`config.mk`:
```
export PLATFORM = sky130hd
export DESIGN_NAME = icache_refill
export DESIGN_NICKNAME = d
export VERILOG_FILES = /design/src/rtl/icache_refill.sv
export SDC_FILE = /design/constraint.sdc
export NUM_CORES = 1
export LEC_CHECK = 0
export BUFFER_PORTS_ARGS = -buffer_cell sky130_fd_sc_hd__buf_2
export CAP_MARGIN = 20
export CORE_MARGIN = 2
export CORE_UTILIZATION = 25
export DETAILED_ROUTE_END_ITERATION = 10
export GPL_ROUTABILITY_DRIVEN = 0
export SYNTH_ARGS = -nofsm -noshare
export SYNTH_HDL_FRONTEND = slang
export SYNTH_SLANG_ARGS = --single-unit
```
`constraint.sdc`:
```
create_clock -name clk_in -period 2.45 [get_ports clk_in]
set_input_delay 0.3675 -clock clk_in [delete_from_list [all_inputs] [get_ports clk_in]]
set_output_delay 0.3675 -clock clk_in [all_outputs]
set_load 0.01 [all_outputs]
```
`src/rtl/icache_refill.sv`:
```
// Instruction-cache miss refill engine: fetches one aligned block a byte per cycle
// from the RAM port and hands it to the cache write port with a one-cycle strobe.
module icache_refill #(
  parameter int BLOCK_BYTES = 16,
  parameter int ADDR_WIDTH  = 32
) (
  input  logic                     clk_in,
  input  logic                     rst_n_in,
  input  logic                     rdy_in,
  input  logic                     flush_in,
  input  logic                     miss_valid,
  input  logic [ADDR_WIDTH-1:0]    miss_addr,
  output logic                     busy,
  output logic [ADDR_WIDTH-1:0]    mem_a,
  output logic                     mem_rd,
  input  logic [7:0]               mem_din,
  output logic                     we,
  output logic [ADDR_WIDTH-1:0]    fill_addr,
  output logic [8*BLOCK_BYTES-1:0] block
);

  localparam int OFF = $clog2(BLOCK_BYTES);
  localparam logic [ADDR_WIDTH-1:0] OFF_MASK  = ADDR_WIDTH'(BLOCK_BYTES - 1);
  localparam logic [OFF:0]          ISSUE_MAX = (OFF + 1)'(BLOCK_BYTES);
  localparam logic [OFF-1:0]        RECV_LAST = OFF'(BLOCK_BYTES - 1);

  typedef enum logic [1:0] {
    IDLE,
    FETCH,
    DONE
  } state_t;

  state_t                  state;
  logic [ADDR_WIDTH-1:0]   base;
  logic [ADDR_WIDTH-1:0]   miss_base;
  logic [OFF:0]            issue_cnt;
  logic [OFF-1:0]          recv_cnt;
  logic                    rd_prev;

  assign miss_base = miss_addr & ~OFF_MASK;
  assign busy      = (state != IDLE);
  assign we        = (state == DONE) && !flush_in;

  // rd_prev remembers that the previous cycle carried a read, so mem_din now holds its byte.
  always_ff @(posedge clk_in or negedge rst_n_in) begin
    if (!rst_n_in) begin
      state     <= IDLE;
      base      <= '0;
      fill_addr <= '0;
      mem_a     <= '0;
      mem_rd    <= 1'b0;
      block     <= '0;
      issue_cnt <= '0;
      recv_cnt  <= '0;
      rd_prev   <= 1'b0;
    end else if (rdy_in) begin
      if (flush_in) begin
        state   <= IDLE;
        mem_rd  <= 1'b0;
        rd_prev <= 1'b0;
      end else begin
        case (state)
          IDLE: begin
            if (miss_valid) begin
              base      <= miss_base;
              fill_addr <= miss_base;
              mem_a     <= miss_base;
              mem_rd    <= 1'b1;
              issue_cnt <= (OFF + 1)'(1);
              recv_cnt  <= '0;
              rd_prev   <= 1'b0;
              state     <= FETCH;
            end
          end
          FETCH: begin
            rd_prev <= mem_rd;
            if (rd_prev) begin
              block[8*int'(recv_cnt) +: 8] <= mem_din;
              recv_cnt <= recv_cnt + 1'b1;
              if (recv_cnt == RECV_LAST) begin
                state <= DONE;
              end
            end
            if (issue_cnt < ISSUE_MAX) begin
              mem_a     <= base + ADDR_WIDTH'(issue_cnt);
              issue_cnt <= issue_cnt + 1'b1;
            end else begin
              mem_rd <= 1'b0;
            end
          end
          DONE: begin
            rd_prev <= 1'b0;
            state   <= IDLE;
          end
          default: begin
            state <= IDLE;
          end
        endcase
      end
    end
  end

endmodule

```
==> results of run 1 <==
==> registers in the layout (all words and copies together) (netlist names) <==
signal,flops
state,2
rd_prev,1
block,128
mem_rd,1
mem_a,32
base,28
recv_cnt,4
issue_cnt,5
==> cell usage in the layout (no fill, tap or decap), types with 9 or more instances in the layout <==
cell type / synthesis / routed
buf_4: 6 / 33
o211ai_1: 12 / 12
nand4_1: 9 / 9
o21ai_0: 34 / 34
nor2_1: 29 / 28
and2_1: 26 / 26
and4_1: 10 / 10
buf_2: 12 / 230
mux2_2: 116 / 116
nand3_1: 22 / 22
clkbuf_16: 0 / 25
and3_1: 23 / 23
nand2_1: 131 / 131
dfrtp_1: 201 / 201
inv_1: 15 / 15
xnor2_1: 19 / 19
==> where the power goes <==
part / internal (mW) / leakage, nW / switching, mW
combinational: 0.579 / 3.18 / 0.853
sequential: 3.65 / 2.68 / 0.329
clock: 2.13 / 0.389 / 1.44
total: 6.37 / 6.25 / 2.62
==> final timing paths <==
check                                        startpoint                    end  cells past startpoint
worst max-delay path            recv_cnt[1]$_DFFE_PN0P_  block[39]$_DFFE_PN0P_                      8
worst min-delay path                      miss_addr[10]   base[10]$_DFFE_PN0P_                      3
worst max register to register  recv_cnt[1]$_DFFE_PN0P_  block[39]$_DFFE_PN0P_                      8
worst min register to register     mem_a[2]$_DFFE_PN0P_   mem_a[2]$_DFFE_PN0P_                      2
max in group asynchronous                      rst_n_in   base[26]$_DFFE_PN0P_                      3
min in group asynchronous                      rst_n_in  block[99]$_DFFE_PN0P_                      2
==> layout make-up <==
| type | instances | share of cell area |
|---|---|---|
| diodes | 2 | 0.000427 |
| clock buffers | 36 | 0.0612 |
| clock inverters | 8 | 0.00673 |
| inverters | 15 | 0.00480 |
| multi-input cells | 537 | 0.322 |
| flip-flops and latches | 201 | 0.429 |
| well taps | 461 | 0.0492 |
| repair buffers | 268 | 0.126 |
==> through the flow <==
| stage | instances | setup slack [ps] | cell area (µm²) | util | hold slack, ps |
|---|---|---|---|---|---|
| finish | 1528 | 185 | 11700 | 0.330 | 58.3 |
| global route | 1526 | 1.81 | 11700 | 0.329 | 52.9 |
| CTS | 1525 | 97.3 | 11700 | 0.329 | 25.3 |
| detailed placement | 1480 | 118 | 10900 | 0.306 | 279 |
| global placement | 1480 | 128 | 10900 | 0.306 | 280 |
| floorplan | 788 | 172 | 9030 | - | 71.9 |
==> worst register-to-register path, delay by kind of cell (launching register included) <==
kind / cells / cell delay [ps]
mux: 1 / 350
flops: 1 / 460
simple gates: 2 / 350
fa+ha+maj: 1 / 250
compound gates: 2 / 440
buf+inv: 2 / 290
==> cells by family (layout without fill, tap and decap cells) <==
kind of cell             count (synthesis)  after routing  synth area share
buffers and inverters                   50            327            0.0258
AO/OA/AOI/OAI                           79             79            0.0562
adder cells (fa/ha/maj)                  8              8            0.0111
AND/OR/NAND/NOR                        301            301             0.176
flip-flops                             201            201             0.557
other                                    1              6          0.000416
XOR/XNOR                                27             27            0.0262
multiplexers                           118            118             0.147
==> routing by layer <==
layer / GRT usage / up-vias / wire length [µm]
li1: - / 3248 / -
met4: 0.0269 / 2 / 397
met1: 0.187 / 3370 / 12000
met5: 0 / - / 12
met3: 0.0365 / 34 / 1860
met2: 0.229 / 192 / 12400
==> what timing repair did <==
action / CTS / global route
hold buffers: 1 / 0
hold endpoints to repair: 25 / 0
buffers inserted: 0 / 1
setup endpoints to repair: 0 / 11
==> impl_metrics.py, run 1 <==
metrics = {
    "cells_and_area": {
        "drive_gt1_frac": 0.423,
        "multiInputGateArea_um2": 3770,
        "fillers": 3644,
        "nets": 1101,
        "seq_area_um2": 5030,
        "areaGrowthSynthToFinish_pct": 29.9,
    },
    "hold_path": {
        "holdCritPathClass": "in -> reg",
    },
    "placement": {
        "portBuffers": 231,
        "dp.final_hpwl_mm": 18.8,
    },
    "die": {
        "coreArea_um2": 35600,
        "initial_utilization": 0.254,
        "rows": 69,
        "pin_count": 240,
        "die_h_um": 194,
        "die_w_um": 194,
        "dieArea_um2": 37600,
    },
    "pwr": {
        "vdd_drop_max_uv": 532,
        "p_total_mw": 8.99,
        "p_per_area_nw_per_um2": 767,
        "power.leakage_nw": 6.25,
    },
    "grt": {
        "grt_pass1_wl_mm": 42.0,
        "grt_max_degree": 95,
        "overflow": 0,
        "antenna_found_initial": 3,
        "grt_pass1_vias": 7072,
        "grt_use_total": 0.140,
    },
    "detailed_routing": {
        "drtAntennaViolNets": 0,
        "drt_pre_antenna_iters": 4,
        "drtIter0Drc": 249,
        "num_vias": 6846,
        "avgRoutedWirePerCell_um": 17.4,
        "drc": 0,
        "routed_via_density": 4.48,
        "routed_wl_mm": 26.7,
    },
    "clock_network": {
        "cts_resized": 0,
        "cts_root_buffer": "clkbuf_16",
        "cts_tree": "done",
        "clockBufferDepth": 3,
        "numCtsBuffers": 25,
        "clock_latency_ps": 510,
        "cts.clk_slew.worst_paths_ps": 60,
        "htreeDepth": 1,
        "cts_sinks": 201,
    },
    "timing": {
        "worst_pin_slew_ps": 911,
        "fin_crit_ps": 2260,
        "setup_tns_ps": 0,
        "drv_slew": 0,
        "fin_crit_sh": 0.924,
        "slew_headroom": 0.390,
        "finalClockSkew_ps": 10.3,
        "rsz0062_at_grt": "no",
        "hold_viol": 0,
        "max_freq_mhz": 442,
        "setup_viol": 0,
    },
    "synth": {
        "synth_top_area_frac": 0.557,
        "syn-instance-count": 785,
        "ys_seq_area_frac": 0.557,
        "synth_area_leaders": "dfrtp_1, mux2_2, nand2_1",
        "synth_common_cells": "dfrtp_1, nand2_1, mux2_2",
        "synth_top_cell_by_area": "dfrtp_1",
        "synthDistinctLibCells": 58,
        "ys_seq_elements": 201,
        "yosysWarnings": 0,
        "synth.cell_area_um2": 9020,
        "synth_most_common_cell": "dfrtp_1",
        "ys_async_sr_fraction": 1.00,
        "synth_flop_cell": "dfrtp_1",
        "synth_edf_count": 0,
        "syn_area_per_cell_um2": 11.5,
    },
    "job": {
        "max_cap_violations": 0,
    },
    "worst_setup_path": {
        "cp.required_ps": 2840,
        "path_class": "reg -> reg",
        "max_stage_delay_ps": 460,
        "endpoint_kind": "flip-flop",
        "crit_path_top_delay_cell": "dfrtp_1",
        "path_max_fanout": 8,
        "start_kind": "flip-flop",
        "crit_path_cell_trace": "inv_1 > ha_1 > nor2_1 > o21ai_0 > a211oi_2 > nor3b_4 > buf_4 > mux2_2",
        "crit_buf_inv": 2,
        "r2r_slack_ps": 190,
        "arrival_ps": 2650,
        "cp_top_family": "flip-flops",
    },
    "outcome": {
        "outcome": "finished clean",
    },
}
No activity file was read; power rests on OpenSTA's default activity.
==> run 2, diff against run 1 <==
- CELL_PAD_IN_SITES_DETAIL_PLACEMENT: unset -> 0
- CELL_PAD_IN_SITES_GLOBAL_PLACEMENT: unset -> 2
- PLACE_DENSITY_LB_ADDON: unset -> 0.2
- SLEW_MARGIN: unset -> 20
==> run 2 against run 1 <==
Compared with the run above:
- non-clock buffer count up 1
- die area stayed put
- global-route usage is 0.68 points higher
- clock skew about the same
- sequential power is essentially flat
- total power rose by 2.8%
- via count shrank 0.61%
- cell count is 0.26% higher
- flip-flop and latch count stayed put
- fmax is 0.27% higher
- utilization rose by 0.26 points
==> impl_metrics.py, run 2 (same netlist as run 1, synthesis figures left out) <==
metrics = {
    "clock_network": {
        "cts_sinks": 201,
        "htreeDepth": 1,
        "clock_latency_ps": 520,
        "cts_tree": "done",
        "numCtsBuffers": 26,
        "clockBufferDepth": 3,
        "cts_root_buffer": "clkbuf_16",
        "cts.clk_slew.worst_paths_ps": 60,
    },
    "placement": {
        "portBuffers": 231,
        "placedCellCount": 1481,
        "dp.final_hpwl_mm": 19.6,
    },
    "timing": {
        "setup_tns_ps": 0,
        "hold_viol": 0,
        "worst_pin_slew_ps": 925,
        "fin_crit_sh": 0.922,
        "drv_slew": 0,
        "max_freq_mhz": 443,
        "setup_viol": 0,
        "finalClockSkew_ps": 9.98,
        "fin_crit_ps": 2260,
        "slew_headroom": 0.381,
        "rsz0062_at_grt": "no",
    },
    "worst_setup_path": {
        "reg2reg_depth": 7,
        "crit_path_cell_trace": "nor3_1 > ha_1 > nand4b_2 > buf_4 > nor3_4 > buf_4 > mux2_2",
        "crit_path_top_delay_cell": "dfrtp_1",
        "r2r_slack_ps": 190,
        "path_class": "reg -> reg",
        "start_kind": "flip-flop",
        "cpMostUsedCell": "buf_4",
        "arrival_ps": 2660,
        "path_max_fanout": 8,
        "endpoint_kind": "flip-flop",
        "max_stage_delay_ps": 400,
        "r2r-start": "recv_cnt[0]$_DFFE_PN0P_",
        "crit_buf_inv": 2,
        "cp.required_ps": 2850,
        "r2r-end": "block[118]$_DFFE_PN0P_",
        "cp_top_family": "simple AND/OR/NAND/NOR gates",
    },
    "die": {
        "pin_count": 240,
        "dieArea_um2": 37600,
        "rows": 69,
        "coreArea_um2": 35600,
        "die_w_um": 194,
        "initial_utilization": 0.254,
        "die_h_um": 194,
    },
    "grt": {
        "antenna_found_initial": 2,
        "overflow": 0,
        "grt_use_total": 0.147,
        "grt_pass1_wl_mm": 43.8,
        "grt_max_degree": 77,
        "grt_pass1_vias": 7127,
    },
    "cells_and_area": {
        "final_common_cell": "buf_2",
        "largest_register_ffs": 128,
        "seq_area_um2": 5030,
        "regMostFlops": "block",
        "nets": 1103,
        "final_cells": 1532,
        "multiInputGateArea_um2": 3790,
        "final_cell_mix": "buf_2, dfrtp_1, nand2_1",
        "areaGrowthSynthToFinish_pct": 30.9,
        "fillers": 3749,
        "top_regs": "block x128, mem_a x32, base x28",
        "drive_gt1_frac": 0.424,
    },
    "outcome": {
        "outcome": "finished clean",
    },
    "hold_path": {
        "min_to": "base[19]$_DFFE_PN0P_",
        "hold_depth": 3,
        "holdCritPathClass": "in -> reg",
        "min_from": "miss_addr[19]",
    },
    "pwr": {
        "vdd_drop_max_uv": 411,
        "power.leakage_nw": 6.28,
        "p_per_area_nw_per_um2": 782,
    },
    "detailed_routing": {
        "drtAntennaViolNets": 0,
        "num_vias": 6804,
        "routed_wl_mm": 27.8,
        "drtIter0Drc": 170,
        "drt_pre_antenna_iters": 4,
        "avgRoutedWirePerCell_um": 18.1,
        "routed_via_density": 4.44,
        "drc": 0,
    },
    "job": {
        "max_cap_violations": 0,
    },
}
-- run 2: how the worst max path moves through the flow --
stage / startpoint / end / slack [ps] / cells after the start
floorplan: recv_cnt[0]$_DFFE_PN0P_ / block[80]$_DFFE_PN0P_ / 170 / 7
global placement: recv_cnt[1]$_DFFE_PN0P_ / block[36]$_DFFE_PN0P_ / 110 / 7
detailed placement: recv_cnt[1]$_DFFE_PN0P_ / block[39]$_DFFE_PN0P_ / 70 / 7
CTS: recv_cnt[1]$_DFFE_PN0P_ / block[33]$_DFFE_PN0P_ / 60 / 7
global route: recv_cnt[0]$_DFFE_PN0P_ / block[115]$_DFFE_PN0P_ / 40 / 7
finish: recv_cnt[0]$_DFFE_PN0P_ / block[118]$_DFFE_PN0P_ / 190 / 7
-- run 2: timing repair --
item / 4_1_cts / 5_1_grt
hold buffers: 1 / 0
hold endpoints to repair: 31 / 0
gates resized for setup: 0 / 3
endpoints found under the setup margin: 0 / 25
buffers inserted: 0 / 1
-- run 2: per-stage QoR --
step | area, µm² | power (mW) | worst slack (ps) | hold WS (ps) | util
after detailed placement | 10900 | 5.52 | 66.9 | 304 | 0.307
after global placement | 10900 | 5.52 | 109 | 300 | 0.307
after CTS | 11800 | 9.42 | 56.0 | 17.8 | 0.331
after global routing | 11800 | 9.76 | 38.6 | 39.4 | 0.332
after floorplan | 9030 | 4.75 | 172 | 71.9 | -
final | 11800 | 9.24 | 191 | 47.2 | 0.332
-- run 2: layout make-up --
class	instances	share of cell area
Timing Repair Buffer	269	0.127
Multi-Input combinational cell	537	0.321
Tap cell	461	0.0488
Inverter	15	0.00477
Clock buffer	41	0.0650
Antenna cell	2	0.000424
Clock inverter	6	0.00699
Sequential cell	201	0.426
-- run 2: power breakdown --
| part | switching [mW] | leakage [nW] | internal [mW] |
|---|---|---|---|
| clock network | 1.46 | 0.413 | 2.35 |
| logic | 0.855 | 3.19 | 0.582 |
| registers | 0.338 | 2.68 | 3.65 |
| total | 2.66 | 6.28 | 6.58 |
-- run 2: worst register-to-register path: stages (launching register included) --
cell and delay (ps):
dfrtp_1 400, nor3_1 290, ha_1 320, nand4b_2 220
buf_4 200, nor3_4 120, buf_4 220, mux2_2 350
-- run 2: routing by layer --
| layer | up-vias | track usage | wire (µm) |
|---|---|---|---|
| li1 | 3256 | - | - |
| met1 | 3329 | 0.195 | 12400 |
| met2 | 188 | 0.242 | 13100 |
| met3 | 31 | 0.0386 | 1960 |
| met4 | 0 | 0.0272 | 357 |
| met5 | - | 0 | 0 |
